===== src/rtl/dom_mul_gf2_arbiter.sv =====
// dom_mul_gf2_arbiter: round-robin scheduler sharing one pipelined DOM GF(2^2) multiplier
// between NREQ requesters, gated on fresh randomness, with tag-based response routing.
module dom_mul_gf2_arbiter #(
    parameter int SHARES  = 2,
    parameter int NREQ    = 4,
    parameter int LATENCY = 1,
    parameter int CNTW    = 16
) (
    input  logic                          ClkxCI,
    input  logic                          RstxRI,
    input  logic                          EnxSI,
    input  logic [NREQ-1:0]               ReqValidxSI,
    output logic [NREQ-1:0]               ReqReadyxSO,
    input  logic [NREQ*2*SHARES-1:0]      ReqXxDI,
    input  logic [NREQ*2*SHARES-1:0]      ReqYxDI,
    input  logic                          RandValidxSI,
    input  logic [SHARES*(SHARES-1)-1:0]  RandZxDI,
    input  logic [2*SHARES-1:0]           RandBxDI,
    output logic                          RandReadyxSO,
    output logic [2*SHARES-1:0]           MulXxDO,
    output logic [2*SHARES-1:0]           MulYxDO,
    output logic [SHARES*(SHARES-1)-1:0]  MulZxDO,
    output logic [2*SHARES-1:0]           MulBxDO,
    input  logic [2*SHARES-1:0]           MulQxDI,
    output logic [NREQ-1:0]               RspValidxSO,
    output logic [2*SHARES-1:0]           RspQxDO,
    output logic                          IdlexSO,
    output logic [CNTW-1:0]               IssueCntxDO
);
    localparam int W  = 2 * SHARES;
    localparam int PW = $clog2(NREQ);

    typedef enum logic [1:0] {IDLE, RUN, DRAIN} state_t;

    state_t                       r_state, w_state_nx;
    logic [PW-1:0]                r_ptr, w_gnt;
    logic                         w_found, w_issue, w_drain_done;
    logic [LATENCY-1:0]           r_tag_v;
    logic [LATENCY-1:0][PW-1:0]   r_tag_id;
    logic [CNTW-1:0]              r_cnt;

    // Descending scan so the last hit is the one closest to the pointer.
    always_comb begin
        w_found = 1'b0;
        w_gnt   = '0;
        for (int k = NREQ - 1; k >= 0; k--) begin
            if (ReqValidxSI[(int'(r_ptr) + k) % NREQ]) begin
                w_found = 1'b1;
                w_gnt   = PW'((int'(r_ptr) + k) % NREQ);
            end
        end
    end

    assign w_issue = (r_state == RUN) && EnxSI && RandValidxSI && w_found;

    // Drain finishes when the pipeline will be empty after this edge, i.e. only
    // the output stage may still hold an op.
    always_comb begin
        w_drain_done = 1'b1;
        for (int k = 0; k < LATENCY - 1; k++)
            if (r_tag_v[k]) w_drain_done = 1'b0;
    end

    always_comb begin
        w_state_nx = r_state;
        case (r_state)
            IDLE:    w_state_nx = EnxSI ? RUN : IDLE;
            RUN:     w_state_nx = EnxSI ? RUN : DRAIN;
            DRAIN:   w_state_nx = EnxSI ? RUN : (w_drain_done ? IDLE : DRAIN);
            default: w_state_nx = IDLE;
        endcase
    end

    always_ff @(posedge ClkxCI) begin
        if (RstxRI) begin
            r_state  <= IDLE;
            r_ptr    <= '0;
            r_tag_v  <= '0;
            r_tag_id <= '0;
            r_cnt    <= '0;
        end else begin
            r_state     <= w_state_nx;
            r_tag_v[0]  <= w_issue;
            r_tag_id[0] <= w_gnt;
            for (int k = 1; k < LATENCY; k++) begin
                r_tag_v[k]  <= r_tag_v[k-1];
                r_tag_id[k] <= r_tag_id[k-1];
            end
            if (w_issue) begin
                r_ptr <= (w_gnt == PW'(NREQ - 1)) ? '0 : w_gnt + 1'b1;
                r_cnt <= r_cnt + 1'b1;
            end
        end
    end

    // Multiplier inputs are zeroed when idle so stale shares never reach it.
    assign ReqReadyxSO  = w_issue ? (NREQ'(1) << w_gnt) : '0;
    assign RandReadyxSO = w_issue;
    assign MulXxDO      = w_issue ? ReqXxDI[w_gnt*W +: W] : '0;
    assign MulYxDO      = w_issue ? ReqYxDI[w_gnt*W +: W] : '0;
    assign MulZxDO      = w_issue ? RandZxDI : '0;
    assign MulBxDO      = w_issue ? RandBxDI : '0;
    assign RspValidxSO  = r_tag_v[LATENCY-1] ? (NREQ'(1) << r_tag_id[LATENCY-1]) : '0;
    assign RspQxDO      = r_tag_v[LATENCY-1] ? MulQxDI : '0;
    assign IdlexSO      = (r_state == IDLE) && !(|r_tag_v);
    assign IssueCntxDO  = r_cnt;
endmodule


===== config.mk =====
export PLATFORM = sky130hd
export DESIGN_NAME = dom_mul_gf2_arbiter
export DESIGN_NICKNAME = d
export VERILOG_FILES = /design/src/rtl/dom_mul_gf2_arbiter.sv
export SDC_FILE = /design/constraint.sdc
export NUM_CORES = 1
export LEC_CHECK = 0
export ABC_AREA = 1
export BUFFER_PORTS_ARGS = -buffer_cell sky130_fd_sc_hd__buf_2
export CORE_MARGIN = 10
export CORE_UTILIZATION = 42
export DETAILED_ROUTE_END_ITERATION = 7
export HOLD_SLACK_MARGIN = 0.06
export PLACE_DENSITY = 0.83
export REMOVE_ABC_BUFFERS = 1
export SLEW_MARGIN = 0
export SYNTH_ARGS = -nofsm -noshare
export SYNTH_HDL_FRONTEND = slang
export SYNTH_SLANG_ARGS = --single-unit

===== constraint.sdc =====
create_clock -name ClkxCI -period 1.8 [get_ports ClkxCI]
set_clock_uncertainty 0.1 [all_clocks]
set_input_delay 0.09 -clock ClkxCI [delete_from_list [all_inputs] [get_ports ClkxCI]]
set_output_delay 0.09 -clock ClkxCI [all_outputs]
set_load 0.005 [all_outputs]

==> results.yml <==
sta:
  worstMarginPinSlew_ns: 0.4196
  period_share_pct: 125.4
  rsz0062_at_grt: "yes"
  finalHoldViolCount: 0
  slew_headroom_pct: 72.03
  max_freq_mhz: 443.2
  setup_viol: 38
  fin_crit_ns: 2.256
  holdWs_ns: 0.1260
  slew_viol_final: 0
  setup_ws_ns: -0.4564
critical_path:
  reg2reg_setup_slack_ns: -0.23
  cp_top_family: "simple AND/OR/NAND/NOR gates"
  start_kind: "register"
  path_buf_inv: 3
  crit_type: "reg2out"
  cp.depth: 12
  worstPathRequired_ns: 1.61
  worstRegToRegCells: 14
  critPathLaunch: "r_ptr[0]$_SDFFE_PP0P_"
  cp-endpoint: "MulXxDO[3]"
  reg2reg_from: "r_ptr[0]$_SDFFE_PP0P_"
  r2r_end: "IssueCntxDO[7]$_SDFFE_PP0P_"
  path_cells: "buf_8, xnor2_4, nand2_1, nand3_2, nand3_2, nand2_2, nand2_4, clkbuf_16, nand3_1, nand2_1, nor2_1, buf_2"
  cp.arrival_ns: 2.07
  cpPeakStageDelay_ns: 0.38
  cp_max_fo: 5
  cp-end-kind: "primary output"
  cpMaxStageDelayCell: "dfxtp_4"
worst_hold_path:
  hp-start: "RstxRI"
  hold_path_class: "in2reg"
floorplan:
  initial_core_util_pct: 43.84
  die_x_um: 87.65
  core_area_mm2: 0.004384
  num_rows: 24
  die_h_um: 87.65
  dieArea_mm2: 0.007682
  io_pins: 94
place:
  place_inst: 463
  dp_hpwl_um: 4626
  place_congestion: 0.8599
  numPortBuffers: 93
yosys:
  netlist_area_mm2: 0.001922
  synthArstFlopShare_pct: 0
  synth_top_area_cell: "dfxtp_1"
  post_synth_num_cell_types: 26
  synth-edff-count: 0
  netlist_top_cells_area: "dfxtp_1, nand2_1, nand3_1"
  yosysMostFrequentCell: "nand2_1"
  synth_top_area_share_pct: 23.96
  seq_area_frac_synth_pct: 23.96
  ys_ff_latch: 23
  ys.flop_type: "dfxtp_1"
  synthTopCellsByCount: "nand2_1, inv_1, nor2_1"
  yosys_warnings: 0
  syn_area_per_cell_um2: 6.101
  synthCells: 315
drt:
  viasPerCell: 5.467
  drcViolationCount: 0
  routed_wl_um: 8732
  ant_nets: 0
  drt_pass1_iterations: 4
  wl_per_cell_um: 17.75
  drtIter0Drc: 247
  routed-via-count: 2690
global_route:
  grt.total_usage_pct: 16.69
  antenna_found_initial: 0
  grt_max_degree: 20
  grt_pass1_vias: 2389
  overflow: 0
  grt_pass1_wl_um: 10880
power:
  switchingPower_uw: 534.2
  combPwrFrac_pct: 42.9
  irDropWorstVdd_mv: 0.3454
  power.share.clock_pct: 22.3
  power_density_mw_per_mm2: 445.1
  seq_power_share_pct: 34.8
  report.power.total_mw: 1.513
  switching_share_pct: 35.30
  p_int_uw: 979.0
  p_leak_nw: 1.744
finish:
  syn_to_final_growth_pct: 76.89
  fin_cells: 492
  layout-drive-gt1-share_pct: 55.00
  diodes: 0
  fin_nets: 496
  final_util_pct: 77.54
  fill_cells: 281
run_status:
  status: "finished with violations"
  violations: "setup timing"
clock_network:
  clk_latency_ns: 0.27
  cts_tree: "yes"
  htree_levels: 1
  clk_pin_slew_ns: 0.09
  numCtsBuffers: 3
  cts-root-buf: "clkbuf_8"
  clock_sinks: 23
  cts.path.max_buffers: 2
run:
  cap_violations: 0
[layout by cell type, fill, tap and decap left out, drive strengths merged]
master / count
dfxtp: 23
buf: 128
nor2: 38
ha: 5
inv: 48
nand3: 37
xnor2: 3
xor2: 9
o21ai: 9
nand2: 98
a21oi: 16
a31oi: 1
nor3: 15
nand4: 3
dlygate4sd3: 1
clkbuf: 6
[worst min path at each step]
stage | end | depth (start not counted)
finish | IssueCntxDO[13]$_SDFFE_PP0P_ | 2
global route | IssueCntxDO[13]$_SDFFE_PP0P_ | 2
CTS | IssueCntxDO[6]$_SDFFE_PP0P_ | 2
detailed placement | r_state[1]$_SDFF_PP0_ | 2
global placement | r_state[1]$_SDFF_PP0_ | 2
floorplan | IssueCntxDO[11]$_SDFFE_PP0P_ | 1
[cell families (layout without fill, tap and decap cells)]
family	Yosys count	in the layout	synth area share (%)
adders and majority gates	5	5	3.255
DFF	23	23	23.96
AOI/OAI and AO/OA	26	26	7.227
and+or+nand+nor	191	191	45.83
xor gates and xnor gates	12	12	5.860
buffers and inverters	58	183	13.87
[final cells by class]
type | instances | area [um2] | share of cell area, %
Clock buffer | 4 | 45.04 | 1.325
Inverter | 47 | 193.9 | 5.705
Multi-Input combinational cell | 234 | 1622 | 47.70
Sequential cell | 23 | 467.9 | 13.77
Tap cell | 52 | 65.06 | 1.914
Timing Repair Buffer | 131 | 997.2 | 29.33
Timing Repair inverter | 1 | 8.758 | 0.2576
[what timing repair did]
action | 4_1_cts | 5_1_grt
gates cloned | 4 | 3
setup endpoints to repair | 35 | 38
hold buffers | 1 | 0
resized for setup | 36 | 126
pin swaps | 17 | 38
setup buffers | 6 | 13
hold endpoints to repair | 2 | 0
[per-layer routing]
metal	GRT usage [%]	part of all wire [%]	up-vias
met4	4.058	5.0	0
met2	30.56	50	173
li1	-	-	1241
met3	4.271	8.9	49
met5	0	0	-
met1	18.65	36	1227
[metrics by stage]
step / instance area [um2] / TNS, ns / worst slack [ns]
floorplan: 1832 / -7.524 / -0.3559
global placement: 2517 / -0.1527 / -0.04226
detailed placement: 2517 / -1.157 / -0.1127
CTS: 2793 / -4.582 / -0.3054
global route: 3400 / -12.13 / -0.5307
finish: 3400 / -9.122 / -0.4564
[sequential cells by signal (all words and copies together) (netlist names)]
signal,count
r_tag_v,1
r_tag_id,2
IssueCntxDO,16
r_ptr,2
r_state,2
[power by group through the flow]
stage / Combinational (mW) / Clock, mW / Sequential [mW]
finish: 0.649 / 0.338 / 0.527
floorplan: 0.219 / 0 / 0.538
global placement: 0.387 / 0 / 0.537
CTS: 0.465 / 0.328 / 0.525
global route: 0.693 / 0.359 / 0.528
detailed placement: 0.395 / 0 / 0.538
Note: power is estimated with default switching activity, not from simulation.
